## src/rtl/note_pkg.sv

```systemverilog
// Shared constants, FSM state encoding and per-slot field slicing for the note spawner.
package note_pkg;

  localparam int unsigned NUM_SLOTS = 24;
  localparam int unsigned SLOT_W    = 5;
  localparam int unsigned TURN_W    = 4;

  localparam int unsigned TIMING_W  = 3;
  localparam int unsigned SPEED_W   = 3;
  localparam int unsigned DIR_W     = 2;
  localparam int unsigned INV_W     = 1;

  localparam int unsigned TIMING_BUS_W = NUM_SLOTS * TIMING_W;
  localparam int unsigned SPEED_BUS_W  = NUM_SLOTS * SPEED_W;
  localparam int unsigned DIR_BUS_W    = NUM_SLOTS * DIR_W;
  localparam int unsigned INV_BUS_W    = NUM_SLOTS * INV_W;

  typedef enum logic [2:0] {
    IDLE  = 3'd0,
    LOAD  = 3'd1,
    WAIT  = 3'd2,
    SPAWN = 3'd3,
    DONE  = 3'd4
  } state_e;

  function automatic logic [TIMING_W-1:0] timing_at(input logic [TIMING_BUS_W-1:0] bus,
                                                    input logic [SLOT_W-1:0] idx);
    return bus[TIMING_W * int'(idx) +: TIMING_W];
  endfunction

  function automatic logic [SPEED_W-1:0] speed_at(input logic [SPEED_BUS_W-1:0] bus,
                                                  input logic [SLOT_W-1:0] idx);
    return bus[SPEED_W * int'(idx) +: SPEED_W];
  endfunction

  function automatic logic [DIR_W-1:0] direction_at(input logic [DIR_BUS_W-1:0] bus,
                                                    input logic [SLOT_W-1:0] idx);
    return bus[DIR_W * int'(idx) +: DIR_W];
  endfunction

  function automatic logic [INV_W-1:0] inversed_at(input logic [INV_BUS_W-1:0] bus,
                                                   input logic [SLOT_W-1:0] idx);
    return bus[INV_W * int'(idx) +: INV_W];
  endfunction

endpackage

```

## src/rtl/note_spawner_slot_select.sv

```systemverilog
// Combinational field mux: picks one slot's fields out of the latched pattern buses.
module slot_select
  import note_pkg::*;
(
  input  logic [TIMING_BUS_W-1:0] timing_in,
  input  logic [SPEED_BUS_W-1:0]  speed_in,
  input  logic [DIR_BUS_W-1:0]    direction_in,
  input  logic [INV_BUS_W-1:0]    inversed_in,
  input  logic [SLOT_W-1:0]       slot_in,
  output logic [TIMING_W-1:0]     timing_out,
  output logic [SPEED_W-1:0]      speed_out,
  output logic [DIR_W-1:0]        direction_out,
  output logic [INV_W-1:0]        inversed_out
);

  always_comb begin
    timing_out    = timing_at(timing_in, slot_in);
    speed_out     = speed_at(speed_in, slot_in);
    direction_out = direction_at(direction_in, slot_in);
    inversed_out  = inversed_at(inversed_in, slot_in);
  end

endmodule

```

## src/rtl/note_spawner.sv

```systemverilog
// Plays one turn's note pattern: latches it, waits the programmed beats per slot and
// hands each note out over a valid/ready handshake, then advances the turn index.
module note_spawner
  import note_pkg::*;
#(
  parameter int unsigned       SLOTS     = NUM_SLOTS,
  parameter logic [TURN_W-1:0] LAST_TURN = 4'd15
) (
  input  logic                    clk_in,
  input  logic                    rst_n_in,
  input  logic                    start_in,
  input  logic                    beat_in,
  output logic [TURN_W-1:0]       turn_out,
  input  logic                    pattern_valid_in,
  input  logic [TIMING_BUS_W-1:0] timing_in,
  input  logic [SPEED_BUS_W-1:0]  speed_in,
  input  logic [DIR_BUS_W-1:0]    direction_in,
  input  logic [INV_BUS_W-1:0]    inversed_in,
  output logic                    spawn_valid_out,
  input  logic                    spawn_ready_in,
  output logic [SLOT_W-1:0]       spawn_slot_out,
  output logic [SPEED_W-1:0]      spawn_speed_out,
  output logic [DIR_W-1:0]        spawn_direction_out,
  output logic [INV_W-1:0]        spawn_inversed_out,
  output logic                    busy_out,
  output logic                    turn_done_out,
  output logic                    error_out
);

  state_e                  state_q, state_d;
  logic [SLOT_W-1:0]       slot_q, slot_d;
  logic [TIMING_W-1:0]     count_q, count_d;
  logic [TIMING_BUS_W-1:0] timing_q, timing_d;
  logic [SPEED_BUS_W-1:0]  speed_q, speed_d;
  logic [DIR_BUS_W-1:0]    dir_q, dir_d;
  logic [INV_BUS_W-1:0]    inv_q, inv_d;
  logic [TURN_W-1:0]       turn_q, turn_d;
  logic                    valid_q, valid_d;
  logic                    busy_q, busy_d;
  logic                    done_q, done_d;
  logic                    err_q, err_d;

  logic [TIMING_W-1:0]     cur_timing;
  logic                    last_slot;
  logic [SLOT_W-1:0]       slot_next;

  slot_select u_slot_select (
    .timing_in     (timing_q),
    .speed_in      (speed_q),
    .direction_in  (dir_q),
    .inversed_in   (inv_q),
    .slot_in       (slot_q),
    .timing_out    (cur_timing),
    .speed_out     (spawn_speed_out),
    .direction_out (spawn_direction_out),
    .inversed_out  (spawn_inversed_out)
  );

  assign last_slot = (slot_q == SLOT_W'(SLOTS - 1));
  assign slot_next = slot_q + SLOT_W'(1);

  always_comb begin
    state_d  = state_q;
    slot_d   = slot_q;
    count_d  = count_q;
    timing_d = timing_q;
    speed_d  = speed_q;
    dir_d    = dir_q;
    inv_d    = inv_q;
    turn_d   = turn_q;
    valid_d  = valid_q;
    done_d   = 1'b0;
    err_d    = 1'b0;

    case (state_q)
      IDLE: begin
        if (start_in) state_d = LOAD;
      end
      LOAD: begin
        if (pattern_valid_in) begin
          timing_d = timing_in;
          speed_d  = speed_in;
          dir_d    = direction_in;
          inv_d    = inversed_in;
          slot_d   = '0;
          count_d  = timing_at(timing_in, '0);
          state_d  = WAIT;
        end else begin
          err_d   = 1'b1;
          state_d = IDLE;
        end
      end
      WAIT: begin
        // Empty slots are skipped at one per cycle without consuming beats.
        if (cur_timing == '0) begin
          if (last_slot) begin
            state_d = DONE;
          end else begin
            slot_d  = slot_next;
            count_d = timing_at(timing_q, slot_next);
          end
        end else if (beat_in) begin
          if (count_q == TIMING_W'(1)) begin
            state_d = SPAWN;
            valid_d = 1'b1;
          end else begin
            count_d = count_q - TIMING_W'(1);
          end
        end
      end
      SPAWN: begin
        if (spawn_ready_in) begin
          valid_d = 1'b0;
          if (last_slot) begin
            state_d = DONE;
          end else begin
            slot_d  = slot_next;
            count_d = timing_at(timing_q, slot_next);
            state_d = WAIT;
          end
        end
      end
      DONE: begin
        state_d = IDLE;
      end
      default: begin
        state_d = IDLE;
        valid_d = 1'b0;
      end
    endcase

    // Completion pulse and turn advance share the edge that enters DONE.
    if (state_d == DONE) begin
      done_d = 1'b1;
      turn_d = (turn_q == LAST_TURN) ? '0 : turn_q + TURN_W'(1);
    end

    busy_d = (state_d != IDLE);
  end

  always_ff @(posedge clk_in or negedge rst_n_in) begin
    if (!rst_n_in) begin
      state_q  <= IDLE;
      slot_q   <= '0;
      count_q  <= '0;
      timing_q <= '0;
      speed_q  <= '0;
      dir_q    <= '0;
      inv_q    <= '0;
      turn_q   <= '0;
      valid_q  <= 1'b0;
      busy_q   <= 1'b0;
      done_q   <= 1'b0;
      err_q    <= 1'b0;
    end else begin
      state_q  <= state_d;
      slot_q   <= slot_d;
      count_q  <= count_d;
      timing_q <= timing_d;
      speed_q  <= speed_d;
      dir_q    <= dir_d;
      inv_q    <= inv_d;
      turn_q   <= turn_d;
      valid_q  <= valid_d;
      busy_q   <= busy_d;
      done_q   <= done_d;
      err_q    <= err_d;
    end
  end

  assign turn_out        = turn_q;
  assign spawn_valid_out = valid_q;
  assign spawn_slot_out  = slot_q;
  assign busy_out        = busy_q;
  assign turn_done_out   = done_q;
  assign error_out       = err_q;

endmodule

```

## config.mk

```make
export PLATFORM = sky130hd
export DESIGN_NAME = note_spawner
export DESIGN_NICKNAME = d
export VERILOG_FILES = /design/src/rtl/note_pkg.sv /design/src/rtl/note_spawner_slot_select.sv /design/src/rtl/note_spawner.sv
export SDC_FILE = /design/constraint.sdc
export NUM_CORES = 1
export LEC_CHECK = 0
export BUFFER_PORTS_ARGS = -buffer_cell sky130_fd_sc_hd__buf_2
export CAP_MARGIN = 20
export CORE_UTILIZATION = 55
export CTS_BUF_LIST = sky130_fd_sc_hd__clkbuf_4
export CTS_CLUSTER_DIAMETER = 200
export DETAILED_ROUTE_END_ITERATION = 8
export GPL_ROUTABILITY_DRIVEN = 1
export HOLD_SLACK_MARGIN = 0.12
export PLACE_DENSITY = 0.82
export SETUP_SLACK_MARGIN = 0.1
export SLEW_MARGIN = 25
export SYNTH_ARGS = -nofsm -noshare
export SYNTH_HDL_FRONTEND = slang
export SYNTH_SLANG_ARGS = --single-unit
```

## constraint.sdc

```tcl
create_clock -name clk_in -period 6.67 [get_ports clk_in]
set_input_delay 2.001 -clock clk_in [delete_from_list [all_inputs] [get_ports clk_in]]
set_output_delay 2.001 -clock clk_in [all_outputs]
set_load 0.01 [all_outputs]
```

==> impl_metrics.env, run 1 <==
export IMPL_status="finished, final reports clean"
export IMPL_cts_tree="done"
export IMPL_initial_core_util_pct=56.8
export IMPL_portBuffers=240
export IMPL_criticalPathCategory="reg -> out"
export IMPL_post_place_ws_ns=1.82
export IMPL_period_share_pct=82.4
export IMPL_r2r_slack_ns=2.99
export IMPL_syn_area_per_cell_um2=15.0
export IMPL_routed_wl_met3_um=2250
export IMPL_clock_sinks=235
export IMPL_drv_cap=0
export IMPL_worstPathArrival_ns=3.49
export IMPL_switching_share_pct=33.1
export IMPL_combPwrFrac_pct=38.6
export IMPL_drive_above_1_share_pct=60.8
export IMPL_synth_seq_area_share_pct=52.5
export IMPL_htree_levels=2
export IMPL_slew_violations=0
export IMPL_syn_inst=746
export IMPL_synthArstFlopShare_pct=100
export IMPL_drt_wl_total_um=26300
export IMPL_grt_pass1_wl_um=41500
export IMPL_path_clk_slew_ns=0.07
export IMPL_core_area_um2=19700
export IMPL_grt_pass1_vias=8145
export IMPL_grt_overflow=0
export IMPL_drt_iter0_drc=404
export IMPL_startpoint_type="flip-flop"
export IMPL_ys_ff_latch=235
export IMPL_die_w_um=145
export IMPL_design_die_area_um2=20900
export IMPL_tightest_slew_ns=0.962
export IMPL_antenna_found_initial=8
export IMPL_viasPerCell=5.79
export IMPL_cts_resized=0
export IMPL_boundaryPins=241
export IMPL_grt_setup_unrepaired="false"
export IMPL_fmax_mhz=182
export IMPL_relSlewSlack_pct=35.9
export IMPL_place_gp_congestion=0.862
export IMPL_synth_cell_types=64
export IMPL_required_ns=4.67
export IMPL_synthTopCellsByArea="dfrtp_1 (53%), mux2_2 (22%), mux4_2 (12%), mux2i_1 (1.3%), a21oi_1 (0.80%)"
export IMPL_synth_nets=972
export IMPL_fp_dieH_um=145
export IMPL_top_layer="met5"
export IMPL_synth_top_area_share_pct=52.5
export IMPL_ant_nets=0
export IMPL_m1WireLength_um=9990
export IMPL_setup_slack_ns=1.18
export IMPL_grtUsageTotal_pct=26.4
export IMPL_syn_area_um2=11200
export IMPL_clock_latency_ns=0.70
export IMPL_setup_worst_path_end_class="output port"
export IMPL_setup_tns_ns=0
export IMPL_postCtsHoldBufs=0
export IMPL_dp_hpwl_um=18400
export IMPL_intPower_mw=4.21
export IMPL_synth_edf_count=0
export IMPL_fin_skew_ns=0.0297
export IMPL_n_fill_cell=1436
export IMPL_cts_setup_buffers=0
export IMPL_grt_max_degree=142
export IMPL_cp_max_fo=48
export IMPL_peakVddDrop_mv=0.274
export IMPL_first_pass_iters=4
export IMPL_vias=7620
export IMPL_setup_viol=0
export IMPL_cts_buffers_inserted=60
export IMPL_fin_area_um2=13300
export IMPL_worstHoldPathType="reg -> reg"
export IMPL_dp_cells=1208
export IMPL_cts_buffer_depth=3
export IMPL_power_clock_fraction_pct=18.7
export IMPL_clock_root_buffer="clkbuf_4"
export IMPL_drt_drc_violations_left=0
export IMPL_met2WireLength_um=13100
export IMPL_yosysWarnings=0
export IMPL_power_leakage_nw=5.98
export IMPL_p_switching_mw=2.09
export IMPL_synth_flop_cell="dfrtp_1"
export IMPL_final_common_cell="buf_2"
export IMPL_fin_nets=1231
export IMPL_num_rows=51
export IMPL_layoutNonFillerInstCount=1317
export IMPL_seq_power_share_pct=42.8
export IMPL_p_per_area_nw_per_um2=472
export IMPL_synth_top_area_cell="dfrtp_1"
export IMPL_hold_viol_final=0
export IMPL_placed_area_um2=12600
export IMPL_area_growth_pct=19.2
export IMPL_period_needed_ns=5.49
export IMPL_mostFrequentLayoutCells="buf_2 (239), dfrtp_1 (232), mux2_2 (221)"
export IMPL_avgRoutedWirePerCell_um=19.9
cell families (layout without fill, tap and decap cells):
| logic type | Yosys count | in the layout | share of synthesized area [%] |
|---|---|---|---|
| multiplexers | 297 | 297 | 35.7 |
| flip-flops | 235 | 235 | 52.5 |
| AND/OR/NAND/NOR | 80 | 80 | 4.36 |
| AO/OA/AOI/OAI | 64 | 64 | 4.07 |
| buffers and inverters | 61 | 361 | 2.47 |
| XOR/XNOR | 5 | 5 | 0.391 |
| adder cells (fa/ha/maj) | 4 | 4 | 0.447 |
| other | 0 | 6 | 0 |
final timing paths:
check / from / endpoint / cells after the start
setup reg to reg: spawn_slot_out[1] / count_q[2] / 8
min in group asynchronous: rst_n_in / spawn_slot_out[0] / 1
setup / recovery: spawn_slot_out[0] / spawn_speed_out[0] / 6
hold reg to reg: dir_q[22] / dir_q[22] / 1
hold / removal: dir_q[22] / dir_q[22] / 1
max in group asynchronous: rst_n_in / speed_q[46] / 2
synthesized netlist by cell type, types with 3 or more instances:
library cell and number:
o21ai_0 6, mux2_2 221, nand2b_1 3, nor4b_1 3
a21oi_1 18, nand4_1 3, inv_1 11, o2111ai_1 3
buf_2 12, nor3b_1 5, ha_1 4, o22ai_1 5
clkbuf_1 21, nor2_1 10, nor3_1 11, xor2_1 3
nand3_1 3, buf_1 10, a211oi_1 3, a31oi_1 6
dfrtp_1 235, nor4_1 9, nand2_1 17, mux2i_1 15
mux4_2 60
registers in the layout (all words and copies together) (netlist names):
signal           cells
busy_out             1
count_q              3
dir_q               48
error_out            1
inv_q               24
spawn_slot_out       5
spawn_valid_out      1
speed_q             72
state_q              3
timing_q            72
turn_done_out        1
turn_out             4
power by group through the flow:
stage	registers [mW]	logic [mW]	clock network, mW
after floorplan	2.39	2.06	0
after global placement	2.69	2.36	0
after detailed placement	2.72	2.43	0
after CTS	2.70	2.45	1.22
after global routing	2.79	2.65	1.28
final	2.69	2.43	1.17
per-layer routing:
| layer | up-vias | track usage, % |
|---|---|---|
| li1 | 3411 | - |
| met1 | 3820 | 31.2 |
| met2 | 311 | 43.9 |
| met3 | 74 | 8.33 |
| met4 | 4 | 12.3 |
| met5 | - | 0 |
layout make-up:
type | count | area [um^2] | share of cell area, %
inverter | 12 | 45.0 | 0.338
tap | 265 | 332 | 2.49
sequential | 235 | 5890 | 44.1
multi-input combinational | 450 | 5050 | 37.9
timing repair buffer | 246 | 1280 | 9.60
antenna | 6 | 15.0 | 0.113
clock inverter | 15 | 67.6 | 0.506
clock buffer | 88 | 661 | 4.95
critical path: stages, from the launching register on:
cell and delay, ns:
dfrtp_4 0.88, buf_4 0.53, mux4_2 0.56, mux4_2 0.50, inv_1 0.07, o22ai_1 0.09
buf_2 0.16
metrics by stage:
step	hold slack (ns)	power (mW)	utilization, %
after floorplan	0.475	4.46	-
after global placement	0.485	5.04	63.8
after detailed placement	0.494	5.15	63.9
after CTS	0.508	6.36	67.5
after global routing	0.518	6.72	67.6
final	0.505	6.29	67.7
No activity file was read; power rests on OpenSTA's default activity.
==> inputs of run 2 (changes only) <==
CORE_UTILIZATION = 51   (was 55)
PLACE_DENSITY = 0.8   (was 0.82)
clock period = 4.6 ns   (was 6.67 ns; I/O delays follow)
==> impl_metrics.env, run 2 (synthesis results as in run 1) <==
export IMPL_status="finished, final reports clean"
export IMPL_portBuffers=240
export IMPL_power_clock_fraction_pct=19.0
export IMPL_worstHoldPathType="reg -> reg"
export IMPL_first_pass_iters=5
export IMPL_area_growth_pct=20.4
export IMPL_reg_largest_list="speed_q x72, timing_q x72, dir_q x48"
export IMPL_setup_tns_ns=0
export IMPL_slew_violations=0
export IMPL_required_ns=3.22
export IMPL_boundaryPins=241
export IMPL_intPower_mw=6.26
export IMPL_cp_max_fo=12
export IMPL_grt_pass1_vias=8205
export IMPL_htree_levels=2
export IMPL_tightest_slew_ns=1.03
export IMPL_fmax_mhz=232
export IMPL_worstPathArrival_ns=2.92
export IMPL_path_clk_slew_ns=0.07
export IMPL_num_rows=53
export IMPL_power_leakage_nw=6.05
export IMPL_crit_top_cell="mux4_2"
export IMPL_antenna_found_initial=4
export IMPL_peakVddDrop_mv=0.332
export IMPL_crit_slowest_cell="dfrtp_4"
export IMPL_drt_wl_total_um=27700
export IMPL_clock_latency_ns=0.71
export IMPL_initial_core_util_pct=52.6
export IMPL_drive_above_1_share_pct=61.1
export IMPL_p_per_area_nw_per_um2=696
export IMPL_fp_dieH_um=150
export IMPL_cts_buffer_depth=3
export IMPL_drv_cap=0
export IMPL_fin_nets=1239
export IMPL_cts_tree="done"
export IMPL_fin_skew_ns=0.0457
export IMPL_cp_slowest_stage_delay_ns=0.65
export IMPL_drt_iter0_drc=400
export IMPL_hold_viol_final=0
export IMPL_ant_nets=0
export IMPL_avgRoutedWirePerCell_um=20.9
export IMPL_grt_pass1_wl_um=43400
export IMPL_period_needed_ns=4.30
export IMPL_grt_setup_unrepaired="false"
export IMPL_combPwrFrac_pct=39.8
export IMPL_viasPerCell=5.79
export IMPL_core_area_um2=21300
export IMPL_startpoint_type="flip-flop"
export IMPL_clock_sinks=235
export IMPL_criticalPathCategory="reg -> out"
export IMPL_relSlewSlack_pct=31.1
export IMPL_dp_hpwl_um=19200
export IMPL_die_w_um=150
export IMPL_design_die_area_um2=22500
export IMPL_drt_drc_violations_left=0
export IMPL_grt_overflow=0
export IMPL_clock_root_buffer="clkbuf_4"
export IMPL_p_switching_mw=3.12
export IMPL_period_share_pct=93.5
export IMPL_seq_power_share_pct=41.2
export IMPL_switching_share_pct=33.3
export IMPL_setup_viol=0
export IMPL_postCtsHoldBufs=0
export IMPL_place_gp_congestion=0.952
export IMPL_cts_buffers_inserted=61
export IMPL_vias=7687
export IMPL_worstPathCellList="buf_16 > mux4_2 > mux4_2 > inv_1 > o22ai_1 > buf_2"
export IMPL_final_common_cell="buf_2"
export IMPL_grtUsageTotal_pct=25.5
export IMPL_mostFrequentLayoutCells="buf_2 (239), dfrtp_1 (232), mux2_2 (221)"
export IMPL_grt_max_degree=168
export IMPL_setup_worst_path_end_class="output port"
export IMPL_fin_util_pct=63.3
==> run 2: cell count changes in the layout (fill, tap and decap cells not counted), sizes merged <==
cell / delta
clkbuf: +2
buf: +7
diode: -4
bufinv: +1
clkinv: -5
==> run 2: worst paths after layout <==
kind,slack (ns),start,depth (start not counted),end
setup / recovery,0.30,spawn_slot_out[0],6,spawn_speed_out[1]
hold / removal,0.50,dir_q[22],1,dir_q[22]
setup reg to reg,1.22,spawn_slot_out[1],8,count_q[0]
hold reg to reg,0.50,dir_q[22],1,dir_q[22]
max in group asynchronous,3.04,rst_n_in,2,timing_q[44]
min in group asynchronous,0.70,rst_n_in,1,timing_q[52]
==> run 2: area by class of cell <==
cell class / count / area (um^2)
inverters: 12 / 45.0
clock buffers: 90 / 676
diodes: 2 / 5.00
clock inverters: 11 / 76.3
flip-flops and latches: 235 / 5890
fillers: 1653 / 7800
repair buffers: 253 / 1400
multi-input cells: 450 / 5040
well taps: 275 / 344
==> run 2: metal layers <==
layer / vias up / routed length [um] / track usage [%]
met1: 3877 / 11100 / 31.9
met5: - / 11 / 0
met3: 61 / 2530 / 8.48
met4: 2 / 664 / 9.75
met2: 342 / 13400 / 41.0
li1: 3405 / - / -
==> run 2: what timing repair did <==
item	4_1_cts	5_1_grt
gates resized for setup	1	1
gates cloned	0	0
setup endpoints to repair	6	6
pin swaps	0	0
hold endpoints to repair	0	0
setup buffers	1	1
==> run 2: power groups by stage <==
stage	logic (mW)	clock network (mW)	registers, mW
6_report	3.73	1.78	3.86
5_1_grt	4.07	1.94	3.99
4_1_cts	3.71	1.84	3.89
3_5_place_dp	3.63	0	3.94
3_3_place_gp	3.52	0	3.91
2_1_floorplan	2.99	0	3.47
==> run 2: worst max-delay path, delay by kind of cell, from the launching register on <==
kind,cells,cell delay [ns]
multiplexers,2,1.02
AO/OA/AOI/OAI,1,0.07
buffers and inverters,3,0.46
flip-flops,1,0.65
==> run 2: stage by stage <==
step / hold slack, ns / setup slack, ns / cell area (um^2) / std cells / power [mW]
after floorplan: 0.475 / 0.793 / 11200 / 746 / 6.46
after global placement: 0.485 / 0.824 / 12700 / 1223 / 7.43
after detailed placement: 0.492 / 0.734 / 12700 / 1223 / 7.58
after CTS: 0.506 / 0.121 / 13400 / 1325 / 9.43
after global routing: 0.520 / 0.162 / 13500 / 1328 / 10.0
final: 0.502 / 0.297 / 13500 / 1328 / 9.38
